<file path="src/rtl/uart_tx_frame.sv">
// UART transmit frame engine: start bit, DATA_WIDTH data bits LSB first, optional
// parity bit and one stop bit, one line bit per clock. TX_OUT and Busy are registered.
module uart_tx_frame #(
    parameter int DATA_WIDTH = 8
) (
    input  logic                  clk,
    input  logic                  reset,
    input  logic [DATA_WIDTH-1:0] P_DATA,
    input  logic                  DATA_VALID,
    input  logic                  PAR_EN,
    input  logic                  PAR_TYP,
    output logic                  TX_OUT,
    output logic                  Busy
);

    localparam int CNT_W = (DATA_WIDTH > 1) ? $clog2(DATA_WIDTH) : 1;
    localparam logic [CNT_W-1:0] LAST_BIT = CNT_W'(DATA_WIDTH - 1);

    typedef enum logic [2:0] {
        IDLE   = 3'd0,
        START  = 3'd1,
        DATA   = 3'd2,
        PARITY = 3'd3,
        STOP   = 3'd4
    } state_t;

    state_t                state_q, state_d;
    logic [CNT_W-1:0]      cnt_q, cnt_d;
    logic [DATA_WIDTH-1:0] shift_q, shift_d;
    logic                  par_en_q, par_en_d;
    logic                  par_bit_q, par_bit_d;
    logic                  tx_out_q, tx_out_d;
    logic                  busy_q, busy_d;

    always_ff @(posedge clk) begin
        if (reset) begin
            state_q   <= IDLE;
            cnt_q     <= '0;
            shift_q   <= '0;
            par_en_q  <= 1'b0;
            par_bit_q <= 1'b0;
            tx_out_q  <= 1'b1;
            busy_q    <= 1'b0;
        end else begin
            state_q   <= state_d;
            cnt_q     <= cnt_d;
            shift_q   <= shift_d;
            par_en_q  <= par_en_d;
            par_bit_q <= par_bit_d;
            tx_out_q  <= tx_out_d;
            busy_q    <= busy_d;
        end
    end

    always_comb begin
        state_d   = state_q;
        cnt_d     = cnt_q;
        shift_d   = shift_q;
        par_en_d  = par_en_q;
        par_bit_d = par_bit_q;

        case (state_q)
            IDLE: begin
                if (DATA_VALID) begin
                    state_d   = START;
                    shift_d   = P_DATA;
                    par_en_d  = PAR_EN;
                    par_bit_d = PAR_TYP ? ~^P_DATA : ^P_DATA;
                end
            end
            START: begin
                state_d = DATA;
                cnt_d   = '0;
            end
            DATA: begin
                if (cnt_q == LAST_BIT) begin
                    cnt_d   = '0;
                    state_d = par_en_q ? PARITY : STOP;
                end else begin
                    cnt_d = CNT_W'(cnt_q + 1'b1);
                end
            end
            PARITY:  state_d = STOP;
            STOP:    state_d = IDLE;
            default: state_d = IDLE;
        endcase
    end

    // Line level is decoded from the next state so the output flop carries
    // exactly the bit of the state being entered.
    always_comb begin
        tx_out_d = 1'b1;
        case (state_d)
            START:   tx_out_d = 1'b0;
            DATA:    tx_out_d = shift_d[cnt_d];
            PARITY:  tx_out_d = par_bit_d;
            default: tx_out_d = 1'b1;
        endcase
        busy_d = (state_d != IDLE);
    end

    assign TX_OUT = tx_out_q;
    assign Busy   = busy_q;

endmodule

</file>
<file path="config.mk">
export PLATFORM = sky130hd
export DESIGN_NAME = uart_tx_frame
export DESIGN_NICKNAME = d
export VERILOG_FILES = /design/src/rtl/uart_tx_frame.sv
export SDC_FILE = /design/constraint.sdc
export NUM_CORES = 1
export LEC_CHECK = 0
export BUFFER_PORTS_ARGS = -buffer_cell sky130_fd_sc_hd__buf_2
export CAP_MARGIN = 10
export CELL_PAD_IN_SITES_DETAIL_PLACEMENT = 1
export CELL_PAD_IN_SITES_GLOBAL_PLACEMENT = 1
export CORE_UTILIZATION = 38
export CTS_BUF_LIST = sky130_fd_sc_hd__clkbuf_4 sky130_fd_sc_hd__clkbuf_8 sky130_fd_sc_hd__clkbuf_16
export DETAILED_ROUTE_END_ITERATION = 12
export PLACE_DENSITY_LB_ADDON = 0.1
export SLEW_MARGIN = 20
export SYNTH_ARGS = -nofsm -noshare
export SYNTH_HDL_FRONTEND = slang
export SYNTH_SLANG_ARGS = --single-unit
</file>
<file path="constraint.sdc">
create_clock -name clk -period 2.15 [get_ports clk]
set_clock_uncertainty 0.1 [all_clocks]
set_input_delay 0 -clock clk [delete_from_list [all_inputs] [get_ports clk]]
set_output_delay 0 -clock clk [all_outputs]
set_load 0.01 [all_outputs]
</file>
## Word level (Yosys, flattened, before mapping)

Index checks and enable logic that the tools add are counted.

| cells by class | value |
|---|---|
| $add $sub $neg | 1 |
| $lt $le $gt $ge | 1 |
| muxes and demuxes | 14 |
| eq/ne operators | 7 |
| reduce and logical (&&, ||, !) cells | 5 |

Operators by type and width:

| operator | number |
|---|---|
| two-way mux 8 bit | 2 |
| equality test 3 x 2 -> 1 bit, second input constant | 4 |
| two-way mux 3 bit | 4 |
| one-hot mux 3 bit (4 select lines) | 1 |
| XNOR reduction 8 bit | 1 |
| XOR reduction 8 bit | 1 |
| equality test 3 x 1 -> 1 bit, second input constant | 2 |
| one-hot mux 3 bit (2 select lines) | 1 |
| < comparator 3 x 4 -> 1 bit, second input constant | 1 |
| two-way mux 1 bit | 4 |
| adder 3 x 1 -> 3 bit, second input constant | 1 |
| binary-select mux 1 bit (select 3 bit) | 1 |
| equality test 3 bit, second input constant | 1 |
| logical NOT 3 bit | 1 |
| one-hot mux 1 bit (3 select lines) | 1 |
| nonzero test 3 bit | 1 |
| AND reduction 2 bit | 1 |

| word-level totals | value |
|---|---|
| bits of input ports | 13 |
| bits in registers | 18 |

## Depth between registers and ports, before layout

Gate-level depths: netlist (run 1).

| depth | value |
|---|---|
| depth in word-level cells | 6 |
| mapped depth | 8 |

## Worst setup path before layout (run 1)

No wires, ideal clock.

| timing path | value |
|---|---|
| path type | reg-to-reg |
| from | register cnt_q[0] |
| to | register tx_out_q (netlist: TX_OUT) |
| stages on the path, launching flop included | 9 |
| data arrival time | 1.876 ns |
| clock period less this slack | 2.051 ns |
| library setup time | 0.074 ns |
| path slack | 0.099 ns |
| cell sequence | dfxtp_1 > ha_1 > ha_1 > nor2_1 > a22o_1 > a22oi_4 > mux2_4 > a2bb2oi_2 > a31oi_2 |

| on the way | value |
|---|---|
| cells in the longest elaborated chain, start to end | 6 |
| elaborated cells between the ends (all ways) | 12 |
| classes of those cells | 1 x add/sub; 4 x eq/ne; 7 x mux |

RTL lines:

| item | line | RTL |
|---|---|---|
| from (decl) | 28 | `logic [CNT_W-1:0] cnt_q, cnt_d;` |
| from (signal assigned) | 46 | `cnt_q <= cnt_d;` |
| adder 3 x 1 -> 3 bit or equality test 3 bit (tied branches) | 80, 76 |  |
| two-way mux 3 bit | 76 | `if (cnt_q == LAST_BIT) begin` |
| one-hot mux 3 bit (2 select lines) | 62 | `case (state_q)` |
| binary-select mux 1 bit (select 3 bit) | 95 | `DATA: tx_out_d = shift_d[cnt_d];` |
| two-way mux 1 bit (implied by the code) | 95 |  |
| one-hot mux 1 bit (3 select lines) * | 93 | `case (state_d)` |
| to (signal assigned) | 50 | `tx_out_q <= tx_out_d;` |
| to (decl) | 32 | `logic tx_out_q, tx_out_d;` |

Every way passes the cells marked *; elsewhere a longest branch is shown, timed or not. The select of a mux whose other input is x is not followed.
A chain may end at the register's enable or synchronous reset.

## Worst setup path in the final report (run 1)

| timing path | value |
|---|---|
| from | register cnt_q[1] |
| to | register tx_out_q (netlist: TX_OUT) |

The elaborated chain is that of the path after synthesis.

==> results of run 1 <==
==> Yosys cell counts, types with 2 or more instances <==
cell	count	share of area
sky130_fd_sc_hd__nor2_1	19	0.074
sky130_fd_sc_hd__dfxtp_1	18	0.37
sky130_fd_sc_hd__mux2i_1	13	0.13
sky130_fd_sc_hd__xnor2_1	8	0.072
sky130_fd_sc_hd__a21oi_1	3	0.015
sky130_fd_sc_hd__ha_1	3	0.039
sky130_fd_sc_hd__nand2_1	3	0.012
sky130_fd_sc_hd__a22o_1	2	0.018
sky130_fd_sc_hd__buf_6	2	0.023
sky130_fd_sc_hd__nor2b_1	2	0.013
sky130_fd_sc_hd__nor4b_1	2	0.018
sky130_fd_sc_hd__o21ai_0	2	0.010
==> layer usage <==
metal,track usage,vias to the layer above
li1,-,410
met1,0.251,374
met2,0.321,13
met3,0.0377,5
met4,0.105,0
met5,0,-
==> logic make-up after synthesis <==
| kind of cell | count (synthesis) | synth area share |
|---|---|---|
| AND/OR/NAND/NOR | 35 | 0.190 |
| flip-flops | 18 | 0.372 |
| AO/OA/AOI/OAI | 14 | 0.126 |
| multiplexers | 14 | 0.150 |
| XOR/XNOR | 8 | 0.0723 |
| buffers and inverters | 5 | 0.0516 |
| adder cells (fa/ha/maj) | 3 | 0.0387 |
==> stage by stage <==
step / util / setup TNS (ns)
after floorplan: - / 0
after global placement: 0.451 / 0
after detailed placement: 0.451 / 0
after CTS: 0.550 / 0
after global routing: 0.551 / -0.00790
final: 0.551 / 0
==> flip-flops by register name, summed over array words and instances, names as in the netlist <==
register and count:
par_en_q 1, par_bit_q 1, cnt_q 3, shift_q 8, state_q 3, Busy 1, TX_OUT 1
==> worst paths after layout <==
kind / startpoint / end / slack, ns / cells after the start
worst min-delay path: DATA_VALID / state_q[0]$_SDFF_PP0_ / 0.15 / 5
worst max-delay path: cnt_q[1]$_SDFF_PP0_ / TX_OUT$_SDFF_PP1_ / 0.10 / 8
worst min register to register: par_bit_q$_SDFF_PP0_ / par_bit_q$_SDFF_PP0_ / 0.42 / 2
worst max register to register: cnt_q[1]$_SDFF_PP0_ / TX_OUT$_SDFF_PP1_ / 0.10 / 8
==> critical path, cell delays in order (launching register included) <==
cell and delay (ns):
sky130_fd_sc_hd__dfxtp_2 0.35, sky130_fd_sc_hd__ha_1 0.17, sky130_fd_sc_hd__ha_1 0.17, sky130_fd_sc_hd__nor2_1 0.05, sky130_fd_sc_hd__a22o_1 0.22, sky130_fd_sc_hd__a22oi_4 0.27, sky130_fd_sc_hd__mux2_4 0.33, sky130_fd_sc_hd__a2bb2oi_2 0.16
sky130_fd_sc_hd__a31oi_2 0.15
==> what timing repair did <==
action	CTS	global route
endpoints found under the setup margin	0	6
gates resized for setup	0	2
hold buffers	19	0
hold endpoints to repair	13	0
==> power by group <==
| part | switching (mW) | internal, mW |
|---|---|---|
| clock | 0.115 | 0.103 |
| sequential | 0.0165 | 0.359 |
| combinational | 0.0921 | 0.113 |
| total | 0.224 | 0.576 |
==> cells in the final DEF, fill, tap and decap left out, drive strengths merged, types with 2 or more instances in the layout <==
cell          n
dfxtp        18
nor2b         3
a22oi         2
o21ai         2
and2          2
nor4b         2
dlygate4sd3  19
nand2         3
clkbuf        4
a22o          2
a21oi         3
a31oi         2
buf          15
mux2i        13
nor2         20
ha            3
xnor2         8
==> layout make-up <==
class,instances,share of cell area
clock buffers,4,0.0287
inverters,1,0.00297
multi-input cells,74,0.442
flip-flops and latches,18,0.287
well taps,28,0.0277
repair buffers,34,0.212
==> impl_metrics.sql, run 1 <==
INSERT INTO impl_metrics (metric_group, metric, value, unit) VALUES
('logic_synthesis', 'synthArstFlopShare', '0', ''),
('logic_synthesis', 'ys_seq_elements', '18', ''),
('clock_network', 'insertion_delay', '0.30', 'ns'),
('layout', 'fill_cells', '283', ''),
('die', 'die-area', '2760', 'um2'),
('placement', 'dp_hpwl', '1440', 'um'),
('critical_path', 'critPathMaxFanout', '5', ''),
('critical_path', 'cp_data_required_time', '2.29', 'ns'),
('critical_path', 'worst-setup-path-type', 'reg2reg', ''),
('run_status', 'run_status', 'finished, final reports clean', ''),
('timing', 'max_freq', '0.489', 'GHz'),
('timing', 'worst_pin_slew', '0.496', 'ns'),
('pwr', 'cellPowerDensity', '632', 'nW/um2'),
('timing', 'fin_worst_hold_slack', '0.150', 'ns'),
('detailed_routing', 'total_number_of_vias', '802', ''),
('detailed_routing', 'drt_first_pass_iters', '1', ''),
('timing', 'setup-violations-final', '0', ''),
('placement', 'place_congestion', '0.756', ''),
('layout', 'diodes', '0', ''),
('pwr', 'p_total', '0.799', 'mW'),
('clock_network', 'clockBufferDepth', '2', ''),
('global_route', 'grt_pass1_vias', '825', ''),
('timing', 'setup_slack', '0.104', 'ns'),
('logic_synthesis', 'yosys_warnings', '0', ''),
('logic_synthesis', 'post_synth.cell_area_avg', '10.0', 'um2'),
('pwr', 'ir_worst_vdd', '0.000405', 'V'),
('layout', 'multiInputGateArea', '559', 'um2'),
('detailed_routing', 'wl_met2', '1110', 'um'),
('layout', 'final_cell_area', '1260', 'um2'),
('global_route', 'grt_antenna_before_repair', '0', ''),
('die', 'chipWidth', '52.5', 'um'),
('timing', 'finalCriticalPeriod', '2.05', 'ns'),
('logic_synthesis', 'synth.yosys.seq_area_share', '0.372', ''),
('detailed_routing', 'top_layer_used', 'met4', ''),
('critical_path', 'startpoint_type', 'flop', ''),
('die', 'initial_utilization', '0.422', ''),
('logic_synthesis', 'synth_area', '970', 'um2'),
('clock_network', 'cts_tree', 'built', ''),
('detailed_routing', 'detailedRoute.firstIterationViolations', '0', ''),
('global_route', 'globalRoute.totalOverflow', '0', ''),
('detailed_routing', 'dr_wl_met3', '57', 'um'),
('logic_synthesis', 'mappedNetlistNets', '113', ''),
('detailed_routing', 'routed_via_density', '5.04', ''),
('die', 'std_cell_rows', '17', ''),
('detailed_routing', 'wl_per_cell', '14.7', 'um'),
('hold_path', 'path_class_of_the_lowest_slack_min_delay_path', 'in2reg', ''),
('die', 'die_boundary_height', '52.5', 'um'),
('logic_synthesis', 'edff_count_synth', '0', ''),
('detailed_routing', 'detail-route-antenna-nets', '0', ''),
('detailed_routing', 'wl_final', '2340', 'um'),
('global_route', 'grt.total_usage', '0.200', ''),
('placement', 'post-place-ws', '0.0703', 'ns'),
('timing', 'grt_setup_unrepaired', 'true', ''),
('clock_network', 'cts_htree_levels', '1', ''),
('placement', 'dpl-instance-area', '1040', 'um2'),
('critical_path', 'arrival_time_at_the_worst_endpoint', '2.19', 'ns'),
('layout', 'area.sequential', '363', 'um2'),
('clock_network', 'clk_transition_reported_paths', '0.11', 'ns'),
('placement', 'io_buffer_count', '14', ''),
('logic_synthesis', 'synth.lib_cells_used.distinct', '32', ''),
('placement', 'placed_insts', '136', ''),
('clock_network', 'cts_root_buf', 'sky130_fd_sc_hd__clkbuf_4', ''),
('detailed_routing', 'route.layer.met1.wl', '1120', 'um'),
('layout', 'nets', '148', ''),
('clock_network', 'postCtsSetupBuffers', '0', ''),
('timing', 'hold_viol_final', '0', ''),
('detailed_routing', 'drc_violations', '0', ''),
('job', 'max_cap_violations', '0', ''),
('pwr', 'total_leakage_power', '0.614', 'nW'),
('timing', 'max_slew_margin', '0.669', ''),
('die', 'ios', '15', ''),
('layout', 'syn_to_final_growth', '30.5', '%'),
('logic_synthesis', 'yosys_most_used_dff', 'sky130_fd_sc_hd__dfxtp_1', ''),
('clock_network', 'cts_inserted_buffers', '3', ''),
('logic_synthesis', 'synth_cells', '97', ''),
('critical_path', 'end_kind', 'flop', ''),
('global_route', 'grt_first_pass_wirelength', '3850', 'um'),
('layout', 'layoutNonFillerInstCount', '159', ''),
('timing', 'post-route-period-util', '0.952', ''),
('clock_network', 'cts_sinks', '18', ''),
('timing', 'timing_max_transition_violations_final', '0', ''),
('layout', 'drive_gt1_frac', '0.214', ''),
('global_route', 'grt_max_degree', '17', ''),
('die', 'placeableCoreArea', '2300', 'um2');
Note: power is estimated with default switching activity, not from simulation.
==> run 2: changes to the inputs <==
--- a/config.mk
+++ b/config.mk
@@ -9,9 +9,11 @@
 export CAP_MARGIN = 10
 export CELL_PAD_IN_SITES_DETAIL_PLACEMENT = 1
 export CELL_PAD_IN_SITES_GLOBAL_PLACEMENT = 1
+export CORE_ASPECT_RATIO = 1.25
 export CORE_UTILIZATION = 38
 export CTS_BUF_LIST = sky130_fd_sc_hd__clkbuf_4 sky130_fd_sc_hd__clkbuf_8 sky130_fd_sc_hd__clkbuf_16
 export DETAILED_ROUTE_END_ITERATION = 12
+export GPL_TIMING_DRIVEN = 0
 export PLACE_DENSITY_LB_ADDON = 0.1
 export SLEW_MARGIN = 20
 export SYNTH_ARGS = -nofsm -noshare
==> run 2 against run 1 <==
First-iteration DRC count increased by 9. Critical path depth increased by 1. Core utilization decreased by 2.1 points. Register-to-register slack about the same. Cell area increased by 1.6%. Clock power decreased by 6%. Largest cell class unchanged. Setup slack improved by 0.0082 ns. Combinational power increased by 6%. Via count decreased by 0.25%.
==> impl_metrics.sql, run 2 (synthesis gave the netlist of run 1 again) <==
INSERT INTO impl_metrics (metric_group, metric, value, unit) VALUES
('timing', 'setup_slack', '0.112', 'ns'),
('detailed_routing', 'detailedRoute.firstIterationViolations', '9', ''),
('timing', 'setup-violations-final', '0', ''),
('global_route', 'grt.total_usage', '0.168', ''),
('layout', 'diodes', '0', ''),
('layout', 'max_ffs_per_register', '8', ''),
('timing', 'max_freq', '0.491', 'GHz'),
('detailed_routing', 'wl_per_cell', '12.8', 'um'),
('clock_network', 'insertion_delay', '0.29', 'ns'),
('critical_path', 'critPathMaxFanout', '3', ''),
('hold_path', 'worstHoldPathCells', '5', ''),
('placement', 'post-place-ws', '-0.0966', 'ns'),
('die', 'ios', '15', ''),
('critical_path', 'timing.critical_path.mode_cell', 'sky130_fd_sc_hd__ha_4', ''),
('hold_path', 'path_class_of_the_lowest_slack_min_delay_path', 'in2reg', ''),
('die', 'die_boundary_height', '58.5', 'um'),
('layout', 'nets', '146', ''),
('critical_path', 'cp_data_required_time', '2.27', 'ns'),
('global_route', 'grt_max_degree', '11', ''),
('critical_path', 'path_buf_inv', '1', ''),
('global_route', 'grt_first_pass_wirelength', '3260', 'um'),
('critical_path', 'path_delay_family', 'compound AO/OA/AOI/OAI gates', ''),
('placement', 'io_buffer_count', '14', ''),
('global_route', 'grt_pass1_vias', '766', ''),
('timing', 'finalCriticalPeriod', '2.04', 'ns'),
('die', 'initial_utilization', '0.399', ''),
('detailed_routing', 'total_number_of_vias', '800', ''),
('clock_network', 'cts_tree', 'built', ''),
('job', 'max_cap_violations', '0', ''),
('clock_network', 'cts_sinks', '18', ''),
('critical_path', 'setup_slack_on_the_worst_flop_to_flop_path', '0.11', 'ns'),
('layout', 'drive_gt1_frac', '0.279', ''),
('global_route', 'globalRoute.totalOverflow', '0', ''),
('critical_path', 'critical_path_cell_count', '9', ''),
('critical_path', 'worst-setup-path-type', 'reg2reg', ''),
('critical_path', 'cp_slowest_cell', 'sky130_fd_sc_hd__dfxtp_4', ''),
('layout', 'commonest_cells_after_routing_fill_and_taps_aside', 'sky130_fd_sc_hd__nor2_1 (19), sky130_fd_sc_hd__dfxtp_1 (16), sky130_fd_sc_hd__buf_2 (14)', ''),
('critical_path', 'r2r-end', 'TX_OUT$_SDFF_PP1_', ''),
('detailed_routing', 'wl_final', '2070', 'um'),
('detailed_routing', 'drc_violations', '0', ''),
('die', 'die-area', '2760', 'um2'),
('timing', 'max_slew_margin', '0.666', ''),
('pwr', 'total_leakage_power', '0.588', 'nW'),
('layout', 'most_common_cell_after_layout_fill_and_taps_aside', 'sky130_fd_sc_hd__nor2_1', ''),
('critical_path', 'regToRegStartpoint', 'cnt_q[0]$_SDFF_PP0_', ''),
('timing', 'timing_max_transition_violations_final', '0', ''),
('critical_path', 'ff2ff_path_depth', '9', ''),
('detailed_routing', 'drt_first_pass_iters', '4', ''),
('timing', 'post-route-period-util', '0.948', ''),
('timing', 'grt_setup_unrepaired', 'false', ''),
('die', 'placeableCoreArea', '2430', 'um2'),
('critical_path', 'arrival_time_at_the_worst_endpoint', '2.16', 'ns'),
('hold_path', 'holdPathEnd', 'state_q[0]$_SDFF_PP0_', ''),
('global_route', 'grt_antenna_before_repair', '0', ''),
('pwr', 'ir_worst_vdd', '0.000452', 'V'),
('clock_network', 'clk_transition_reported_paths', '0.10', 'ns'),
('critical_path', 'cp_cell_sequence', 'ha_4 -> ha_4 -> nor2_1 -> a22o_1 -> a22oi_4 -> buf_6 -> mux2_4 -> a2bb2oi_2 -> a31oi_2', ''),
('die', 'std_cell_rows', '20', ''),
('placement', 'place_congestion', '0.773', ''),
('critical_path', 'startpoint_type', 'flop', ''),
('placement', 'placed_insts', '144', ''),
('placement', 'dp_hpwl', '1530', 'um'),
('layout', 'syn_to_final_growth', '32.5', '%'),
('timing', 'worst_pin_slew', '0.501', 'ns'),
('die', 'chipWidth', '47.2', 'um'),
('detailed_routing', 'routed_via_density', '4.94', ''),
('pwr', 'p_total', '0.794', 'mW'),
('hold_path', 'holdCritStartpoint', 'DATA_VALID', ''),
('timing', 'hold_viol_final', '0', ''),
('layout', 'layout_top_registers', 'shift_q: 8 flops, cnt_q: 3 flops, state_q: 3 flops', ''),
('clock_network', 'cts_inserted_buffers', '3', ''),
('timing', 'fin_worst_hold_slack', '0.172', 'ns'),
('clock_network', 'cts_root_buf', 'sky130_fd_sc_hd__clkbuf_4', ''),
('pwr', 'cellPowerDensity', '618', 'nW/um2'),
('layout', 'max_flop_register', 'shift_q', ''),
('detailed_routing', 'detail-route-antenna-nets', '0', ''),
('clock_network', 'cts_htree_levels', '1', ''),
('clock_network', 'clockBufferDepth', '2', ''),
('critical_path', 'critical-path-max-stage-delay', '0.40', 'ns'),
('critical_path', 'end_kind', 'flop', ''),
('layout', 'layoutNonFillerInstCount', '162', ''),
('run_status', 'run_status', 'finished, final reports clean', ''),
('timing', 'totalNegativeSetupSlack', '0', 'ns');
==> run 2: cell types whose count changed in the layout (fill, tap and decap cells not counted), moves of 2 or more <==
cell	delta
sky130_fd_sc_hd__ha_4	+2
sky130_fd_sc_hd__dlygate4sd3_1	-9
sky130_fd_sc_hd__buf_6	+4
sky130_fd_sc_hd__ha_1	-2
==> run 2: per-stage QoR <==
stage / util / area [um2]
after floorplan: - / 970
after global placement: 0.445 / 1080
after detailed placement: 0.445 / 1080
after CTS: 0.508 / 1230
after global routing: 0.529 / 1280
final: 0.529 / 1280
==> run 2: area by class of cell <==
class                           count  area [um2]
Inverter                            1        3.75
Tap cell                           33        41.3
Fill cell                         298        1140
Sequential cell                    18         365
Multi-Input combinational cell     74         584
Buffer                              4        46.3
Timing Repair Buffer               28         208
Clock buffer                        4        36.3
==> run 2: power breakdown <==
group,switching (mW),leakage [nW],total (mW),internal (mW)
Clock,0.102,0.0210,0.206,0.103
Combinational,0.0970,0.418,0.218,0.121
Sequential,0.0113,0.149,0.370,0.358
Total,0.211,0.588,0.794,0.583
==> run 2: tightest hold or removal path, cell delays in order <==
cell and delay [ns]:
sky130_fd_sc_hd__buf_2 0.09, sky130_fd_sc_hd__nor2b_4 0.11, sky130_fd_sc_hd__a31oi_1 0.13, sky130_fd_sc_hd__or4_1 0.14, sky130_fd_sc_hd__inv_1 0.05
==> run 2: worst max path at each step <==
stage	end	start
after floorplan	TX_OUT$_SDFF_PP1_	cnt_q[0]$_SDFF_PP0_
after global placement	TX_OUT$_SDFF_PP1_	cnt_q[0]$_SDFF_PP0_
after detailed placement	TX_OUT$_SDFF_PP1_	cnt_q[0]$_SDFF_PP0_
after CTS	TX_OUT$_SDFF_PP1_	cnt_q[0]$_SDFF_PP0_
after global routing	TX_OUT$_SDFF_PP1_	cnt_q[0]$_SDFF_PP0_
final	TX_OUT$_SDFF_PP1_	cnt_q[0]$_SDFF_PP0_
==> run 2: what timing repair did <==
item	in CTS	in global routing
pin swaps	1	4
setup endpoints to repair	1	1
endpoints found under the hold margin	12	0
resized for setup	1	8
setup buffers	2	2
hold buffers	10	0
==> run 2: routing by layer <==
| layer | routed length, um | vias up | track usage |
|---|---|---|---|
| met5 | 0 | - | 0 |
| met4 | 60 | 0 | 0.0857 |
| met3 | 50 | 8 | 0.0307 |
| met2 | 1100 | 15 | 0.296 |
| met1 | 851 | 375 | 0.183 |
| li1 | - | 402 | - |
==> run 3: changes to the inputs <==
--- a/config.mk
+++ b/config.mk
@@ -5,7 +5,7 @@
 export SDC_FILE = /design/constraint.sdc
 export NUM_CORES = 1
 export LEC_CHECK = 0
-export BUFFER_PORTS_ARGS = -buffer_cell sky130_fd_sc_hd__buf_2
+export BUFFER_PORTS_ARGS = -buffer_cell sky130_fd_sc_hd__buf_4
 export CAP_MARGIN = 10
 export CELL_PAD_IN_SITES_DETAIL_PLACEMENT = 1
 export CELL_PAD_IN_SITES_GLOBAL_PLACEMENT = 1
==> run 3 against run 2 <==
Setup slack improved by 0.0058 ns. First-iteration DRC count fell by 33%. Critical path depth fell by 1. Worst hold slack improved by 0.0097 ns. Critical path type unchanged.
==> impl_metrics.sql, run 3 (synthesis gave the netlist of run 1 again) <==
INSERT INTO impl_metrics (metric_group, metric, value, unit) VALUES
('run_status', 'run_status', 'finished, final reports clean', ''),
('layout', 'final_cell_area', '1310', 'um2'),
('die', 'chipWidth', '47.2', 'um'),
('layout', 'max_flop_register', 'shift_q', ''),
('job', 'max_cap_violations', '0', ''),
('clock_network', 'cts_root_buf', 'sky130_fd_sc_hd__clkbuf_4', ''),
('clock_network', 'cts_tree', 'built', ''),
('placement', 'io_buffer_count', '14', ''),
('detailed_routing', 'detail-route-antenna-nets', '0', ''),
('timing', 'timing_max_transition_violations_final', '0', ''),
('clock_network', 'cts_inserted_buffers', '3', ''),
('critical_path', 'path_delay_family', 'compound AO/OA/AOI/OAI gates', ''),
('critical_path', 'arrival_time_at_the_worst_endpoint', '2.16', 'ns'),
('critical_path', 'regToRegStartpoint', 'cnt_q[1]$_SDFF_PP0_', ''),
('clock_network', 'cts_sinks', '18', ''),
('placement', 'dpl-instance-area', '1120', 'um2'),
('clock_network', 'cts_htree_levels', '1', ''),
('global_route', 'grt_antenna_before_repair', '0', ''),
('critical_path', 'startpoint_type', 'flop', ''),
('critical_path', 'worst-setup-path-type', 'reg2reg', ''),
('critical_path', 'setup_slack_on_the_worst_flop_to_flop_path', '0.12', 'ns'),
('critical_path', 'r2r-end', 'TX_OUT$_SDFF_PP1_', ''),
('layout', 'diodes', '0', ''),
('pwr', 'total_leakage_power', '0.593', 'nW'),
('die', 'die-area', '2760', 'um2'),
('pwr', 'ir_worst_vdd', '0.000354', 'V'),
('detailed_routing', 'routed_via_density', '4.86', ''),
('timing', 'hold_viol_final', '0', ''),
('critical_path', 'critPathMaxFanout', '4', ''),
('global_route', 'grt_max_degree', '11', ''),
('timing', 'max_slew_margin', '0.677', ''),
('timing', 'worst_pin_slew', '0.479', 'ns'),
('hold_path', 'holdCritStartpoint', 'DATA_VALID', ''),
('die', 'ios', '15', ''),
('critical_path', 'timing.critical_path.from', 'cnt_q[1]$_SDFF_PP0_', ''),
('detailed_routing', 'drc_violations', '0', ''),
('die', 'die_boundary_height', '58.5', 'um'),
('critical_path', 'cp_cell_sequence', 'ha_4 -> ha_4 -> nor2_1 -> a22o_1 -> a22oi_4 -> mux2_4 -> a2bb2oi_2 -> a31oi_2', ''),
('critical_path', 'timing.critical_path.mode_cell', 'sky130_fd_sc_hd__ha_4', ''),
('detailed_routing', 'wl_per_cell', '13.4', 'um'),
('layout', 'drive_gt1_frac', '0.273', ''),
('layout', 'nets', '145', ''),
('hold_path', 'holdPathEnd', 'state_q[0]$_SDFF_PP0_', ''),
('layout', 'syn_to_final_growth', '34.6', '%'),
('detailed_routing', 'drt_first_pass_iters', '3', ''),
('layout', 'commonest_cells_after_routing_fill_and_taps_aside', 'sky130_fd_sc_hd__nor2_1 (19), sky130_fd_sc_hd__buf_4 (17), sky130_fd_sc_hd__dfxtp_1 (16)', ''),
('detailed_routing', 'total_number_of_vias', '783', ''),
('critical_path', 'critical_path_cell_count', '8', ''),
('detailed_routing', 'detailedRoute.firstIterationViolations', '6', ''),
('clock_network', 'insertion_delay', '0.30', 'ns'),
('timing', 'grt_setup_unrepaired', 'false', ''),
('die', 'placeableCoreArea', '2430', 'um2'),
('global_route', 'grt_pass1_vias', '826', ''),
('placement', 'place_congestion', '0.758', ''),
('critical_path', 'critical-path-max-stage-delay', '0.37', 'ns'),
('detailed_routing', 'wl_final', '2150', 'um'),
('global_route', 'grt.total_usage', '0.188', ''),
('critical_path', 'cp_data_required_time', '2.28', 'ns'),
('layout', 'layout_top_registers', 'shift_q: 8 flops, cnt_q: 3 flops, state_q: 3 flops', ''),
('critical_path', 'end_kind', 'flop', ''),
('timing', 'finalCriticalPeriod', '2.03', 'ns'),
('critical_path', 'cp_slowest_cell', 'sky130_fd_sc_hd__dfxtp_2', ''),
('global_route', 'globalRoute.totalOverflow', '0', ''),
('timing', 'max_freq', '0.492', 'GHz'),
('layout', 'max_ffs_per_register', '8', ''),
('critical_path', 'ff2ff_path_depth', '8', ''),
('die', 'std_cell_rows', '20', ''),
('clock_network', 'clockBufferDepth', '2', ''),
('hold_path', 'path_class_of_the_lowest_slack_min_delay_path', 'in2reg', ''),
('timing', 'post-route-period-util', '0.945', ''),
('timing', 'totalNegativeSetupSlack', '0', 'ns'),
('critical_path', 'path_buf_inv', '0', ''),
('global_route', 'grt_first_pass_wirelength', '3580', 'um'),
('hold_path', 'worstHoldPathCells', '5', ''),
('timing', 'setup-violations-final', '0', ''),
('die', 'initial_utilization', '0.399', ''),
('clock_network', 'clk_transition_reported_paths', '0.10', 'ns'),
('placement', 'dp_hpwl', '1550', 'um'),
('pwr', 'cellPowerDensity', '616', 'nW/um2'),
('layout', 'most_common_cell_after_layout_fill_and_taps_aside', 'sky130_fd_sc_hd__nor2_1', '');
[run 3: changes by cell type in the layout (fill, tap and decap cells not counted)]
cell                    previous run  this run
sky130_fd_sc_hd__buf_6             4         2
sky130_fd_sc_hd__buf_2            14         0
sky130_fd_sc_hd__buf_4             2        17
[run 3: through the flow]
stage	worst slack (ns)	power [mW]	instances	util	hold slack, ns
detailed placement	-0.154	0.579	144	0.460	0.127
finish	0.118	0.804	161	0.538	0.182
global placement	-0.0712	0.574	144	0.460	0.128
global route	0.0505	0.852	161	0.538	0.225
CTS	0.00105	0.809	160	0.526	0.173
floorplan	0.0994	0.522	97	-	-0.0309
[run 3: worst max-delay path by stage]
stage                         to  slack, ns
3_5_place_dp   TX_OUT$_SDFF_PP1_      -0.15
5_1_grt        TX_OUT$_SDFF_PP1_       0.05
6_report       TX_OUT$_SDFF_PP1_       0.12
3_3_place_gp   TX_OUT$_SDFF_PP1_      -0.07
4_1_cts        TX_OUT$_SDFF_PP1_      0.001
2_1_floorplan  TX_OUT$_SDFF_PP1_        0.1
[run 3: worst min-delay path, stage by stage]
cell,delay [ns]
sky130_fd_sc_hd__buf_4,0.11
sky130_fd_sc_hd__nor2b_4,0.12
sky130_fd_sc_hd__a31oi_1,0.12
sky130_fd_sc_hd__or4_1,0.14
sky130_fd_sc_hd__inv_1,0.06
[run 3: area by class of cell]
cell class / count / area, um2
Buffer: 4 / 46.3
Inverter: 1 / 3.75
Timing Repair Buffer: 27 / 228
Tap cell: 33 / 41.3
Multi-Input combinational cell: 74 / 584
Sequential cell: 18 / 365
Clock buffer: 4 / 36.3
Fill cell: 297 / 1120
[run 3: layer usage]
| layer | up-vias | part of all wire | GRT usage |
|---|---|---|---|
| li1 | 399 | - | - |
| met1 | 368 | 0.40 | 0.202 |
| met2 | 11 | 0.56 | 0.337 |
| met3 | 5 | 0.016 | 0.0276 |
| met4 | 0 | 0.024 | 0.0980 |
| met5 | - | 0 | 0 |
[run 3: repair_timing]
action,CTS,global route
buffers inserted,2,1
hold buffers,10,0
pin swaps,1,1
setup endpoints to repair,1,1
gates resized for setup,4,3
cloned,0,0
hold endpoints to repair,14,0
[run 3: power breakdown]
part | total [mW] | internal [mW] | switching (mW)
Clock | 0.211 | 0.103 | 0.107
Sequential | 0.369 | 0.358 | 0.0103
Combinational | 0.225 | 0.125 | 0.0993
Total | 0.804 | 0.587 | 0.217
